`config.mk`:
```
export PLATFORM = sky130hd
export DESIGN_NAME = pipe_hazard_ctrl
export DESIGN_NICKNAME = d
export VERILOG_FILES = /design/src/rtl/pipe_hazard_ctrl.sv
export SDC_FILE = /design/constraint.sdc
export NUM_CORES = 1
export LEC_CHECK = 0
export BUFFER_PORTS_ARGS = -buffer_cell sky130_fd_sc_hd__buf_2
export CAP_MARGIN = 20
export CORE_MARGIN = 2
export CORE_UTILIZATION = 53
export CTS_BUF_LIST = sky130_fd_sc_hd__clkbuf_2
export DETAILED_ROUTE_END_ITERATION = 8
export PLACE_DENSITY = 0.83
export SYNTH_ARGS = -nofsm -noshare
export SYNTH_HDL_FRONTEND = slang
export SYNTH_SLANG_ARGS = --single-unit
```
`constraint.sdc`:
```
create_clock -name clk -period 2.5 [get_ports clk]
set_clock_uncertainty 0.2 [all_clocks]
set_input_delay 0.25 -clock clk [delete_from_list [all_inputs] [get_ports clk]]
set_output_delay 0.25 -clock clk [all_outputs]
set_load 0.01 [all_outputs]
```
`src/rtl/pipe_hazard_ctrl.sv`:
```
// Hazard and sequencing controller for a 5-stage pipeline.
// It drives the stage-register enables and flushes, the PC enable and the PC redirect.
// It also generates the ALU operand forwarding selects, inserts load-use bubbles,
// and freezes the pipe while a MEM-stage access waits for memory acknowledge.
module pipe_hazard_ctrl #(
    parameter int REG_AW      = 5,
    parameter int LU_STALLS   = 1,    // bubbles per load-use hazard, 1..7
    parameter int MEM_TIMEOUT = 255   // wait cycles before mem_err, 1..255
) (
    input  logic              clk,
    input  logic              rst_n,
    input  logic [REG_AW-1:0] id_rs1,
    input  logic [REG_AW-1:0] id_rs2,
    input  logic              id_use_rs1,
    input  logic              id_use_rs2,
    input  logic [REG_AW-1:0] ex_rs1,
    input  logic [REG_AW-1:0] ex_rs2,
    input  logic [REG_AW-1:0] id_ex_rd,
    input  logic              id_ex_mem_read,
    input  logic [REG_AW-1:0] ex_mem_rd,
    input  logic              ex_mem_regwrite,
    input  logic              ex_mem_mem_rd,
    input  logic              ex_mem_mem_wr,
    input  logic              ex_mem_redirect,
    input  logic [REG_AW-1:0] mem_wb_rd,
    input  logic              mem_wb_regwrite,
    input  logic              mem_ack,
    output logic              mem_req,
    output logic              pc_en,
    output logic              if_id_en,
    output logic              id_ex_en,
    output logic              ex_mem_en,
    output logic              if_id_flush,
    output logic              id_ex_flush,
    output logic              ex_mem_flush,
    output logic              pc_redirect,
    output logic [1:0]        fwd_a,
    output logic [1:0]        fwd_b,
    output logic [31:0]       stall_cnt,
    output logic              mem_err
);

    typedef enum logic [1:0] {
        RUN     = 2'd0,
        LSTALL  = 2'd1,
        MEMWAIT = 2'd2
    } state_e;

    // These are the extra LSTALL cycles that follow the first bubble.
    localparam logic [2:0] LU_EXTRA = 3'(LU_STALLS - 1);
    localparam logic [7:0] TIMEOUT  = 8'(MEM_TIMEOUT);

    state_e      state_q, state_d;
    logic [7:0]  wait_cnt_q, wait_cnt_d;
    logic [2:0]  lu_cnt_q, lu_cnt_d;     // LSTALL cycles remaining, including the current one
    logic [31:0] stall_cnt_q, stall_cnt_d;
    logic        mem_err_q, mem_err_d;
    logic        load_use;
    logic        mem_wait;

    // Selects the forwarding source for one EX operand. The EX/MEM stage wins over MEM/WB.
    function automatic logic [1:0] fwd_sel(
        input logic [REG_AW-1:0] src,
        input logic [REG_AW-1:0] xm_rd,
        input logic              xm_we,
        input logic [REG_AW-1:0] mw_rd,
        input logic              mw_we
    );
        if (xm_we && (xm_rd != '0) && (xm_rd == src)) begin
            return 2'b10;
        end else if (mw_we && (mw_rd != '0) && (mw_rd == src)) begin
            return 2'b01;
        end
        return 2'b00;
    endfunction

    // Computes the next state and the pipeline controls from the current state and the inputs.
    // NOTE: every output and every *_d signal gets a default at the top, so no path can infer a latch.
    always_comb begin
        state_d      = RUN;
        wait_cnt_d   = '0;
        lu_cnt_d     = '0;
        mem_err_d    = mem_err_q;
        pc_en        = 1'b1;
        if_id_en     = 1'b1;
        id_ex_en     = 1'b1;
        ex_mem_en    = 1'b1;
        if_id_flush  = 1'b0;
        id_ex_flush  = 1'b0;
        ex_mem_flush = 1'b0;
        pc_redirect  = 1'b0;

        mem_req  = (state_q != LSTALL) && (ex_mem_mem_rd || ex_mem_mem_wr);
        mem_wait = mem_req && !mem_ack;
        load_use = id_ex_mem_read && (id_ex_rd != '0) &&
                   (((id_rs1 == id_ex_rd) && id_use_rs1) ||
                    ((id_rs2 == id_ex_rd) && id_use_rs2));

        if (mem_wait) begin
            // Freeze every stage. The pipe keeps waiting after a timeout, and mem_err only flags it.
            pc_en      = 1'b0;
            if_id_en   = 1'b0;
            id_ex_en   = 1'b0;
            ex_mem_en  = 1'b0;
            state_d    = MEMWAIT;
            wait_cnt_d = (wait_cnt_q == 8'hFF) ? wait_cnt_q : wait_cnt_q + 8'd1;
            if (wait_cnt_d >= TIMEOUT) begin
                mem_err_d = 1'b1;
            end
        end else if (ex_mem_redirect) begin
            // A taken branch squashes the three younger instructions and aborts any load-use stall.
            pc_redirect  = 1'b1;
            if_id_flush  = 1'b1;
            id_ex_flush  = 1'b1;
            ex_mem_flush = 1'b1;
        end else if (state_q == LSTALL) begin
            // A hazard seen in this state does not re-arm the stall; the counter only runs down.
            pc_en       = 1'b0;
            if_id_en    = 1'b0;
            id_ex_flush = 1'b1;
            if (lu_cnt_q > 3'd1) begin
                state_d  = LSTALL;
                lu_cnt_d = lu_cnt_q - 3'd1;
            end
        end else if (load_use) begin
            pc_en       = 1'b0;
            if_id_en    = 1'b0;
            id_ex_flush = 1'b1;
            if (LU_STALLS > 1) begin
                state_d  = LSTALL;
                lu_cnt_d = LU_EXTRA;
            end
        end

        fwd_a = fwd_sel(ex_rs1, ex_mem_rd, ex_mem_regwrite, mem_wb_rd, mem_wb_regwrite);
        fwd_b = fwd_sel(ex_rs2, ex_mem_rd, ex_mem_regwrite, mem_wb_rd, mem_wb_regwrite);

        stall_cnt_d = (!pc_en && (stall_cnt_q != 32'hFFFF_FFFF)) ? stall_cnt_q + 32'd1
                                                                 : stall_cnt_q;

        // While reset is asserted, the pipe is held fully bubbled, even before the first clock edge.
        if (!rst_n) begin
            mem_req      = 1'b0;
            pc_en        = 1'b0;
            if_id_en     = 1'b0;
            id_ex_en     = 1'b0;
            ex_mem_en    = 1'b0;
            if_id_flush  = 1'b1;
            id_ex_flush  = 1'b1;
            ex_mem_flush = 1'b1;
            pc_redirect  = 1'b0;
            fwd_a        = 2'b00;
            fwd_b        = 2'b00;
        end
    end

    // Holds the state register and the counters. Reset is asynchronous.
    // NOTE: sequential state uses non-blocking assignments so all flops update together on the edge.
    always_ff @(posedge clk or negedge rst_n) begin
        if (!rst_n) begin
            state_q     <= RUN;
            wait_cnt_q  <= '0;
            lu_cnt_q    <= '0;
            stall_cnt_q <= '0;
            mem_err_q   <= 1'b0;
        end else begin
            state_q     <= state_d;
            wait_cnt_q  <= wait_cnt_d;
            lu_cnt_q    <= lu_cnt_d;
            stall_cnt_q <= stall_cnt_d;
            mem_err_q   <= mem_err_d;
        end
    end

    assign stall_cnt = stall_cnt_q;
    assign mem_err   = mem_err_q;

endmodule
```
## Word level (Yosys, flattened, before mapping)

Cells that the tools add are included.

- Register bits after elaboration: 46
- Input bits: 46
- Word-level logic and storage cells: 80

- $add $sub $neg: 3
- Order comparisons: 2
- Eq/ne operators: 10
- Multiplexer cells: 39
- Reduce and logical (&&, ||, !) cells: 21

Operator list:

| cell | number |
|---|---|
| $add A32 B1 Y32 const B | 1 |
| $ne A32 B32 Y1 const B | 1 |
| $eq A5 B5 Y1 | 6 |
| $mux W1 | 24 |
| $mux W2 | 9 |
| $mux W8 | 2 |
| $reduce_bool A5 Y1 | 3 |
| $logic_and A1 B1 Y1 | 13 |
| $mux W3 | 4 |
| $add A8 B1 Y8 const B | 1 |
| $eq A8 B8 Y1 const B | 1 |
| $ge A8 B8 Y1 const B | 1 |
| $gt A3 B1 Y1 const B | 1 |
| $sub A3 B1 Y3 const B | 1 |
| $eq A2 B1 Y1 const B | 1 |
| $logic_not A1 Y1 | 2 |
| $logic_or A1 B1 Y1 | 2 |
| $ne A2 B1 Y1 const B | 1 |
| $reduce_and A2 Y1 | 1 |

## Longest topological paths before layout

Gate-level depths: netlist of the first run.

- Word-level depth: 10
- Depth in mapped cells: 8

## Worst setup path after synthesis of the first run

No wires, ideal clock.

- Path type: flip-flop to flip-flop
- Start: register stall_cnt_q[6] (netlist: stall_cnt[6])
- End: register stall_cnt_q[1] (netlist: stall_cnt[1])
- Setup time: 0.128 ns
- Arrival time: 1.790 ns
- Required time: 2.172 ns
- Path slack: 0.382 ns
- Cell stages (with the launch flop): 7
- Path buffers: 1
- Period minus slack after synthesis: 2.118 ns
- Cell sequence: dfrtp_1 > nand3_2 > nor4_4 > nand3_1 > o211ai_4 > buf_6 > mux2_1

- Cells in the longest elaborated chain, start to end: 2

Ends and longest elaborated chain:

| element | RTL line | RTL |
|---|---|---|
| start: declaration | 56 | `logic [31:0] stall_cnt_q, stall_cnt_d;` |
| start signal: assignment | 170 | `stall_cnt_q <= stall_cnt_d;` |
| $ne A32 B32 Y1 | 138 | `stall_cnt_d = (!pc_en && (stall_cnt_q != 32'hFFFF_FFFF)) ? stall_cnt_q + 32'd1` |
| $logic_and A1 B1 Y1 | 138 |  |

Every way passes these cells.
A chain may end at the register's enable or synchronous reset.

## Worst setup path after layout of the first run

- Start: register state_q[0]
- End: output if_id_en

- Cells in the longest elaborated chain, start to end: 5

Ends and longest elaborated chain:

| element | RTL line | RTL |
|---|---|---|
| start: declaration | 53 | `state_e state_q, state_d;` |
| start signal: assignment | 167 | `state_q <= state_d;` |
| $eq A2 B1 Y1 or $ne A2 B1 Y1 (tied branches) | 116, 93 |  |
| $mux W1 or $logic_and A1 B1 Y1 (tied branches) | 116, 93 |  |
| $mux W1 or $logic_and A1 B1 Y1 (tied branches) | 110, 94 |  |
| $mux W1 * | 99 | `if (mem_wait) begin` |
| $mux W1 * | 142 | `if (!rst_n) begin` |
| end: declaration | 30 | `output logic if_id_en,` |

Every way passes the cells marked *; elsewhere a longest branch is shown, timed or not.

==> results of run 1 <==
timing repair:
item	in CTS	in global routing
pin swaps	0	1
setup endpoints to repair	3	3
hold buffers	1	1
buffers inserted	1	1
gates resized for setup	4	3
hold endpoints to repair	46	1
flip-flops by register name (all words and copies together) (netlist names):
name        count
state_q         2
lu_cnt_q        3
mem_err         1
wait_cnt_q      8
stall_cnt      32
cell usage in the layout, fill, tap and decap left out, types with 10 or more instances in the layout:
cell type and n:
nand4_1 10, buf_2 91, dfrtp_1 46, nor4_1 11, xor2_1 44, nand3_1 21
xnor2_1 21, nand2_1 19, nor2_1 27
per-stage QoR:
stage                     std cells  hold WS (ns)  worst slack, ns  total power [mW]  cell area [sq um]
after detailed placement        451         0.250            0.214              1.19               3330
final                           463         0.156           0.0874              1.49               3430
after floorplan                 290        -0.246            0.382              1.04               2800
after global placement          451         0.247            0.256              1.18               3330
after CTS                       461        0.0107           0.0196              1.51               3400
after global routing            463         0.162          -0.0132              1.59               3430
tightest hold or removal path: stages:
cell	delay [ns]
buf_2	0.10
nor2_1	0.11
or3_4	0.15
buf_6	0.10
nor2_1	0.04
worst paths after layout:
path / endpoint / cells past startpoint
max reg2reg: stall_cnt[4]$_DFFE_PN0P_ / 7
min in group asynchronous: mem_err$_DFFE_PN0P_ / 3
max in group asynchronous: stall_cnt[16]$_DFFE_PN0P_ / 3
max: if_id_en / 6
min reg2reg: lu_cnt_q[0]$_DFF_PN0_ / 1
min: wait_cnt_q[0]$_DFF_PN0_ / 5
final cells by class:
type | instances | area (sq um) | share of cell area, %
well taps | 70 | 87.6 | 2.55
clock inverters | 2 | 12.5 | 0.365
clock buffers | 6 | 30.0 | 0.876
inverters | 8 | 32.5 | 0.949
repair buffers | 101 | 543 | 15.8
multi-input cells | 230 | 1570 | 45.9
flip-flops and latches | 46 | 1150 | 33.6
routing by layer:
metal / track usage, % / up-vias
met5: 0 / -
met4: 8.18 / 0
met3: 5.09 / 6
met2: 37.9 / 98
met1: 25.1 / 1169
li1: - / 1225
synth_stat cells (3+ instances only):
cell and number:
o21ai_0 8, nor4_1 11, buf_4 3, a31oi_1 4, and2_1 4, and3_1 7, nor2_1 27, nand4_1 10
nand2_1 19, nor3_2 4, nor3_1 7, dfrtp_1 46, o21bai_1 4, ha_1 4, inv_1 8, xor2_1 44
xnor2_1 21, or4_1 4, a21oi_1 6, nand3_1 21, or3_1 3
power groups by stage:
stage               Combinational (mW)  Clock, mW  Sequential, mW
finish                           0.326      0.310           0.858
global route                     0.364      0.354           0.872
CTS                              0.326      0.324           0.858
detailed placement               0.320          0           0.871
global placement                 0.310          0           0.870
floorplan                        0.156          0           0.883
kinds of logic after synthesis:
kind of cell | synth area share, %
adder cells (fa/ha/maj) | 1.79
multiplexers | 0.403
buffers and inverters | 2.86
AND/OR/NAND/NOR | 25.0
AO/OA/AOI/OAI | 8.37
flip-flops | 41.2
XOR/XNOR | 20.4
==> flow_metrics.py, run 1 <==
metrics = {
    "outcome": {
        "status": "complete, no violations",
    },
    "yosys": {
        "syn-instance-count": 290,
        "syn_area_sq_um": 2800,
        "synth_warnings": 0,
        "syn-num-nets": 340,
        "synth_edf_count": 0,
        "async_flop_share_pct": 100,
        "synth_seq_cells": 46,
        "ys_top_cells_by_area": "dfrtp_1 41%, xor2_1 14%, xnor2_1 6.6%",
        "synth_top_area_share_pct": 41.2,
        "yosys.cell_types.count": 42,
        "syn_avg_cell_area_sq_um": 9.64,
        "ys.flop_type": "dfrtp_1",
        "yosysTopAreaCell": "dfrtp_1",
        "ys_seq_area_share_pct": 41.2,
    },
    "clock_network": {
        "cts_tree": "yes",
        "clock-sinks": 46,
        "clk_path_buf_depth": 2,
        "h-tree-depth": 2,
        "root_buffer": "clkbuf_2",
        "cts_buffers": 5,
        "cts.clk_slew.worst_paths_ns": 0.23,
        "clkLatencyLatePin_ns": 0.42,
    },
    "power": {
        "power_frac_comb_pct": 21.8,
        "power_density_nw_per_um2": 436,
        "clkPwrFrac_pct": 20.7,
        "power.switching_mw": 0.474,
        "internal_power_mw": 1.02,
        "p_leak_nw": 1.78,
        "pwr-share-seq_pct": 57.4,
        "swShare_pct": 31.7,
        "ir_drop_uv": 215,
    },
    "floorplanning": {
        "die_width_um": 76.6,
        "initial_utilization_pct": 54.7,
        "dieArea_sq_um": 5870,
        "rows": 26,
        "core_area_sq_um": 5110,
        "die_h_um": 76.6,
        "num_io_pins": 92,
    },
    "routing": {
        "dr_total_vias": 2498,
        "vias_per_cell": 5.40,
        "wire_per_inst_um": 13.2,
        "dr.pass1.iters": 4,
        "wl_met2_um": 2930,
        "drt.antenna.violating_nets": 0,
        "wl_met1_um": 2680,
        "drtIter0Drc": 167,
        "routed_wl_um": 6110,
        "highest_layer": "met4",
        "met3_length_um": 427,
        "drcViolationCount": 0,
    },
    "hold_path": {
        "worst_hold_startpoint": "ex_mem_mem_rd",
        "hp-class": "primary input to flop",
    },
    "setup_path": {
        "critPathArrivalTime_ns": 1.96,
        "critPathMaxStageDelay_ns": 0.42,
        "crit_path_end_kind": "primary output",
        "rrSetupSlack_ns": 0.18,
        "path_buf_inv": 2,
        "critPathLaunch": "state_q[0]$_DFF_PN0_",
        "criticalPathCategory": "flop to primary output",
        "worst_ep_required_time_ns": 2.05,
        "path_max_fanout": 6,
        "cp_slowest_cell": "dfrtp_1",
        "startpoint_type": "flop",
        "critPathTopFamily": "simple AND/OR/NAND/NOR gates",
        "reg2reg_from": "stall_cnt[10]$_DFFE_PN0P_",
        "crit_chain": "nor2b_4, or3_4, buf_4, and2_1, o21a_1, buf_2",
    },
    "place": {
        "place.gp.congestion": 0.861,
        "portBuffers": 91,
        "dp_hpwl_um": 4690,
    },
    "global_route": {
        "antenna_found_initial": 0,
        "grt_usage_pct": 21.4,
        "grt_max_degree": 52,
        "grt_pass1_wl_um": 10300,
        "overflow": 0,
        "grt_pass1_vias": 2394,
    },
    "timing": {
        "finalSetupTns_ns": 0,
        "tightestPinTransition_ns": 0.671,
        "rsz0062_at_grt": "yes",
        "slew_headroom_pct": 55.1,
        "drv_slew": 0,
        "finalCritPeriodShare_pct": 96.5,
        "period_minus_slack_ns": 2.41,
        "hold_viol": 0,
        "fmaxAchievable_ghz": 0.414,
        "setup_viol": 0,
    },
    "finish": {
        "fin_util_pct": 67.1,
        "syn_to_final_growth_pct": 22.7,
        "n_fill_cell": 406,
        "diodes": 0,
        "layout.nets": 442,
        "drive_gt1_share_pct": 30.8,
    },
    "run": {
        "maxCapViolCount": 0,
    },
}
(Power assumes the default switching activity.)
==> run 2, diff against run 1 <==
--- a/config.mk
+++ b/config.mk
@@ -12,6 +12,7 @@
 export CTS_BUF_LIST = sky130_fd_sc_hd__clkbuf_2
 export DETAILED_ROUTE_END_ITERATION = 8
 export PLACE_DENSITY = 0.83
+export RECOVER_POWER = 50
 export SYNTH_ARGS = -nofsm -noshare
 export SYNTH_HDL_FRONTEND = slang
 export SYNTH_SLANG_ARGS = --single-unit
==> flow_metrics.py, run 2 (same netlist as run 1, synthesis figures left out) <==
metrics = {
    "outcome": {
        "status": "complete, no violations",
    },
    "routing": {
        "dr.pass1.iters": 4,
        "routed_wl_um": 6120,
        "drt.antenna.violating_nets": 0,
        "drtIter0Drc": 171,
        "vias_per_cell": 5.40,
        "drcViolationCount": 0,
        "wire_per_inst_um": 13.2,
        "dr_total_vias": 2499,
    },
    "clock_network": {
        "clkLatencyLatePin_ns": 0.42,
        "clock-sinks": 46,
        "root_buffer": "clkbuf_2",
        "h-tree-depth": 2,
        "clk_path_buf_depth": 2,
        "cts_tree": "yes",
        "cts.clk_slew.worst_paths_ns": 0.23,
        "cts_buffers": 5,
    },
    "finish": {
        "multiInputGateArea_sq_um": 1570,
        "largest_reg_flops": 32,
        "final_common_cell": "buf_2",
        "drive_gt1_share_pct": 26.7,
        "register_area_sq_um": 1150,
        "n_fill_cell": 417,
        "layout_common_cells": "75 x buf_2, 46 x dfrtp_1, 44 x xor2_1",
        "syn_to_final_growth_pct": 22.0,
        "diodes": 0,
        "layout.nets": 442,
    },
    "setup_path": {
        "crit_chain": "nor2b_4, or3_4, buf_4, and2_1, o21a_1, buf_2",
        "startpoint_type": "flop",
        "critPathMaxStageDelay_ns": 0.43,
        "path_max_fanout": 6,
        "worst_ep_required_time_ns": 2.05,
        "critPathArrivalTime_ns": 1.96,
        "crit_path_end_kind": "primary output",
        "path_buf_inv": 2,
        "cp_slowest_cell": "dfrtp_1",
        "criticalPathCategory": "flop to primary output",
        "critPathTopFamily": "simple AND/OR/NAND/NOR gates",
    },
    "power": {
        "p_total_mw": 1.49,
        "power_density_nw_per_um2": 437,
        "ir_drop_uv": 213,
        "p_leak_nw": 1.71,
    },
    "global_route": {
        "grt_usage_pct": 21.4,
        "overflow": 0,
        "antenna_found_initial": 0,
        "grt_max_degree": 52,
        "grt_pass1_vias": 2394,
        "grt_pass1_wl_um": 10300,
    },
    "timing": {
        "fmaxAchievable_ghz": 0.415,
        "slew_headroom_pct": 55.3,
        "finalCritPeriodShare_pct": 96.5,
        "drv_slew": 0,
        "setup_viol": 0,
        "period_minus_slack_ns": 2.41,
        "worst_hold_slack_ns": 0.160,
        "rsz0062_at_grt": "yes",
        "finalSetupTns_ns": 0,
        "tightestPinTransition_ns": 0.668,
        "hold_viol": 0,
    },
    "hold_path": {
        "hp-class": "primary input to flop",
    },
    "floorplanning": {
        "core_area_sq_um": 5110,
        "rows": 26,
        "die_width_um": 76.6,
        "initial_utilization_pct": 54.7,
        "dieArea_sq_um": 5870,
        "die_h_um": 76.6,
        "num_io_pins": 92,
    },
    "run": {
        "maxCapViolCount": 0,
    },
    "place": {
        "place.gp.congestion": 0.861,
        "portBuffers": 91,
        "dp_hpwl_um": 4690,
    },
}
[run 2: cell count changes in the layout (fill, tap and decap cells not counted), sizes merged]
| cell | before | now |
|---|---|---|
| clkbuf | 6 | 22 |
| buf | 99 | 83 |
[run 2: final timing paths]
kind / startpoint / to / slack [ns] / depth (start not counted)
min in group asynchronous: rst_n / stall_cnt[28]$_DFFE_PN0P_ / 0.21 / 3
setup / recovery: state_q[0]$_DFF_PN0_ / if_id_en / 0.09 / 6
hold / removal: ex_mem_mem_rd / wait_cnt_q[0]$_DFF_PN0_ / 0.16 / 5
max in group asynchronous: rst_n / stall_cnt[15]$_DFFE_PN0P_ / 1.55 / 3
hold reg to reg: lu_cnt_q[0]$_DFF_PN0_ / lu_cnt_q[0]$_DFF_PN0_ / 0.28 / 1
setup reg to reg: stall_cnt[10]$_DFFE_PN0P_ / stall_cnt[4]$_DFFE_PN0P_ / 0.19 / 7
[run 2: final cells by class]
type	instances	share of cell area [%]
Timing Repair Buffer	101	15.3
Sequential cell	46	33.8
Inverter	8	0.954
Tap cell	70	2.57
Clock buffer	6	0.881
Clock inverter	2	0.367
Multi-Input combinational cell	230	46.1
[run 2: stage by stage]
stage	instance area (sq um)	std cells	util (%)	setup WS, ns
detailed placement	3330	451	65.3	0.214
floorplan	2800	290	-	0.382
global route	3410	463	66.8	-0.0132
global placement	3330	451	65.3	0.256
finish	3410	463	66.8	0.0878
CTS	3400	461	66.6	0.0196
[run 2: power breakdown]
group,leakage [nW],internal [mW],switching [mW]
combinational,1.06,0.151,0.172
sequential,0.620,0.792,0.0667
clock,0.0310,0.0742,0.236
total,1.71,1.02,0.474
[run 2: routing by layer]
| layer | track usage (%) | routed length (um) | vias to the layer above |
|---|---|---|---|
| li1 | - | - | 1223 |
| met1 | 25.1 | 2670 | 1167 |
| met2 | 37.9 | 2910 | 101 |
| met3 | 5.09 | 450 | 8 |
| met4 | 8.18 | 82 | 0 |
| met5 | 0 | 0 | - |
[run 2: what timing repair did]
item,4_1_cts,5_1_grt
endpoints found under the hold margin,46,1
buffers inserted,1,1
hold buffers,1,1
pin swaps,0,1
resized for setup,4,3
endpoints found under the setup margin,3,3
[run 2: tightest hold or removal path: cells and delay by family]
family / cells / cell delay (ns)
and+or+nand+nor: 3 / 0.30
buffers and inverters: 2 / 0.20
==> run 3, diff against run 2 <==
--- a/config.mk
+++ b/config.mk
@@ -12,7 +12,7 @@
 export CTS_BUF_LIST = sky130_fd_sc_hd__clkbuf_2
 export DETAILED_ROUTE_END_ITERATION = 8
 export PLACE_DENSITY = 0.83
-export RECOVER_POWER = 50
+export RECOVER_POWER = 100
 export SYNTH_ARGS = -nofsm -noshare
 export SYNTH_HDL_FRONTEND = slang
 export SYNTH_SLANG_ARGS = --single-unit
==> flow_metrics.py, run 3 (same netlist as run 1, synthesis figures left out) <==
metrics = {
    "outcome": {
        "status": "complete, no violations",
    },
    "routing": {
        "dr.pass1.iters": 4,
        "dr_total_vias": 2509,
        "vias_per_cell": 5.42,
        "routed_wl_um": 6110,
        "drtIter0Drc": 143,
        "drcViolationCount": 0,
        "wire_per_inst_um": 13.2,
        "drt.antenna.violating_nets": 0,
    },
    "power": {
        "internal_power_mw": 1.01,
        "p_total_mw": 1.48,
        "ir_drop_uv": 213,
        "p_leak_nw": 1.63,
        "power_density_nw_per_um2": 441,
        "swShare_pct": 32.0,
        "clkPwrFrac_pct": 20.9,
        "power.switching_mw": 0.474,
        "power_frac_comb_pct": 21.1,
        "pwr-share-seq_pct": 58.0,
    },
    "finish": {
        "final_common_cell": "buf_2",
        "layout_common_cells": "54 x buf_2, 46 x dfrtp_1, 44 x xor2_1",
        "syn_to_final_growth_pct": 20.1,
        "layout.nets": 442,
        "largest_reg_flops": 32,
        "instances_no_fill": 463,
        "diodes": 0,
        "drive_gt1_share_pct": 19.8,
    },
    "run": {
        "maxCapViolCount": 0,
    },
    "clock_network": {
        "clk_path_buf_depth": 2,
        "clock-sinks": 46,
        "h-tree-depth": 2,
        "cts_tree": "yes",
        "cts.clk_slew.worst_paths_ns": 0.23,
        "cts_buffers": 5,
        "root_buffer": "clkbuf_2",
        "clkLatencyLatePin_ns": 0.41,
    },
    "floorplanning": {
        "die_width_um": 76.6,
        "num_io_pins": 92,
        "core_area_sq_um": 5110,
        "rows": 26,
        "dieArea_sq_um": 5870,
        "initial_utilization_pct": 54.7,
        "die_h_um": 76.6,
    },
    "timing": {
        "fmaxAchievable_ghz": 0.415,
        "rsz0062_at_grt": "yes",
        "finalCritPeriodShare_pct": 96.4,
        "hold_viol": 0,
        "finalSetupTns_ns": 0,
        "setup_viol": 0,
        "tightestPinTransition_ns": 0.611,
        "slew_headroom_pct": 59.1,
        "period_minus_slack_ns": 2.41,
        "fin_ws_ns": 0.0894,
        "worst_hold_slack_ns": 0.157,
        "drv_slew": 0,
    },
    "global_route": {
        "grt_max_degree": 52,
        "grt_usage_pct": 21.4,
        "grt_pass1_wl_um": 10300,
        "antenna_found_initial": 0,
        "overflow": 0,
        "grt_pass1_vias": 2394,
    },
    "hold_path": {
        "hp-class": "primary input to flop",
    },
    "place": {
        "place_inst": 451,
        "dp_hpwl_um": 4690,
        "portBuffers": 91,
        "dp_slack_ns": 0.214,
        "place.gp.congestion": 0.861,
    },
    "setup_path": {
        "critPathArrivalTime_ns": 1.96,
        "path_max_fanout": 3,
        "startpoint_type": "primary input",
        "crit_path_end_kind": "primary output",
        "rrSetupSlack_ns": 0.20,
        "criticalPathCategory": "primary input to primary output",
        "worst_ep_required_time_ns": 2.05,
    },
}
## run 3: final cells by class
class                           instances  area, sq um
Sequential cell                        46         1150
Multi-Input combinational cell        230         1550
Clock inverter                          2         12.5
Fill cell                             434         1750
Tap cell                               70         87.6
Timing Repair Buffer                  101          497
Clock buffer                            6         30.0
Inverter                                8         32.5
## run 3: through the flow
step	utilization, %	instance area, sq um
after floorplan	-	2800
after detailed placement	65.3	3330
after global placement	65.3	3330
after CTS	66.6	3400
final	65.8	3360
after global routing	65.8	3360
## run 3: final timing paths
path | startpoint | end | depth (start not counted)
min in group asynchronous | rst_n | state_q[0]$_DFF_PN0_ | 3
setup / recovery | rst_n | fwd_b[0] | 6
hold reg to reg | lu_cnt_q[0]$_DFF_PN0_ | lu_cnt_q[0]$_DFF_PN0_ | 1
max in group asynchronous | rst_n | stall_cnt[15]$_DFFE_PN0P_ | 3
hold / removal | ex_mem_redirect | state_q[0]$_DFF_PN0_ | 5
setup reg to reg | wait_cnt_q[0]$_DFF_PN0_ | wait_cnt_q[3]$_DFF_PN0_ | 6
## run 3: timing repair
action                     in CTS  in global routing
resized for setup               4                  3
hold buffers                    1                  1
hold endpoints to repair       46                  1
buffers inserted                1                  1
pin swaps                       0                  1
setup endpoints to repair       3                  3
## run 3: worst max-delay path, stage by stage
cell	delay, ns
dlygate4sd3_1	0.52
buf_2	0.15
o211ai_1	0.11
or4_1	0.54
nor4_1	0.21
buf_2	0.19
## run 3: per-layer routing
layer  vias up  track usage, %  routed length [um]
li1       1230               -                   -
met1      1171            25.1                2680
met2        99            37.9                2900
met3         9            5.09                 425
met4         0            8.18                  99
met5         -               0                   0
## run 3: power groups by stage
stage | clock network (mW) | logic [mW] | registers (mW)
final | 0.309 | 0.313 | 0.860
after global routing | 0.354 | 0.351 | 0.873
after CTS | 0.324 | 0.326 | 0.858
after detailed placement | 0 | 0.320 | 0.871
after global placement | 0 | 0.310 | 0.870
after floorplan | 0 | 0.156 | 0.883
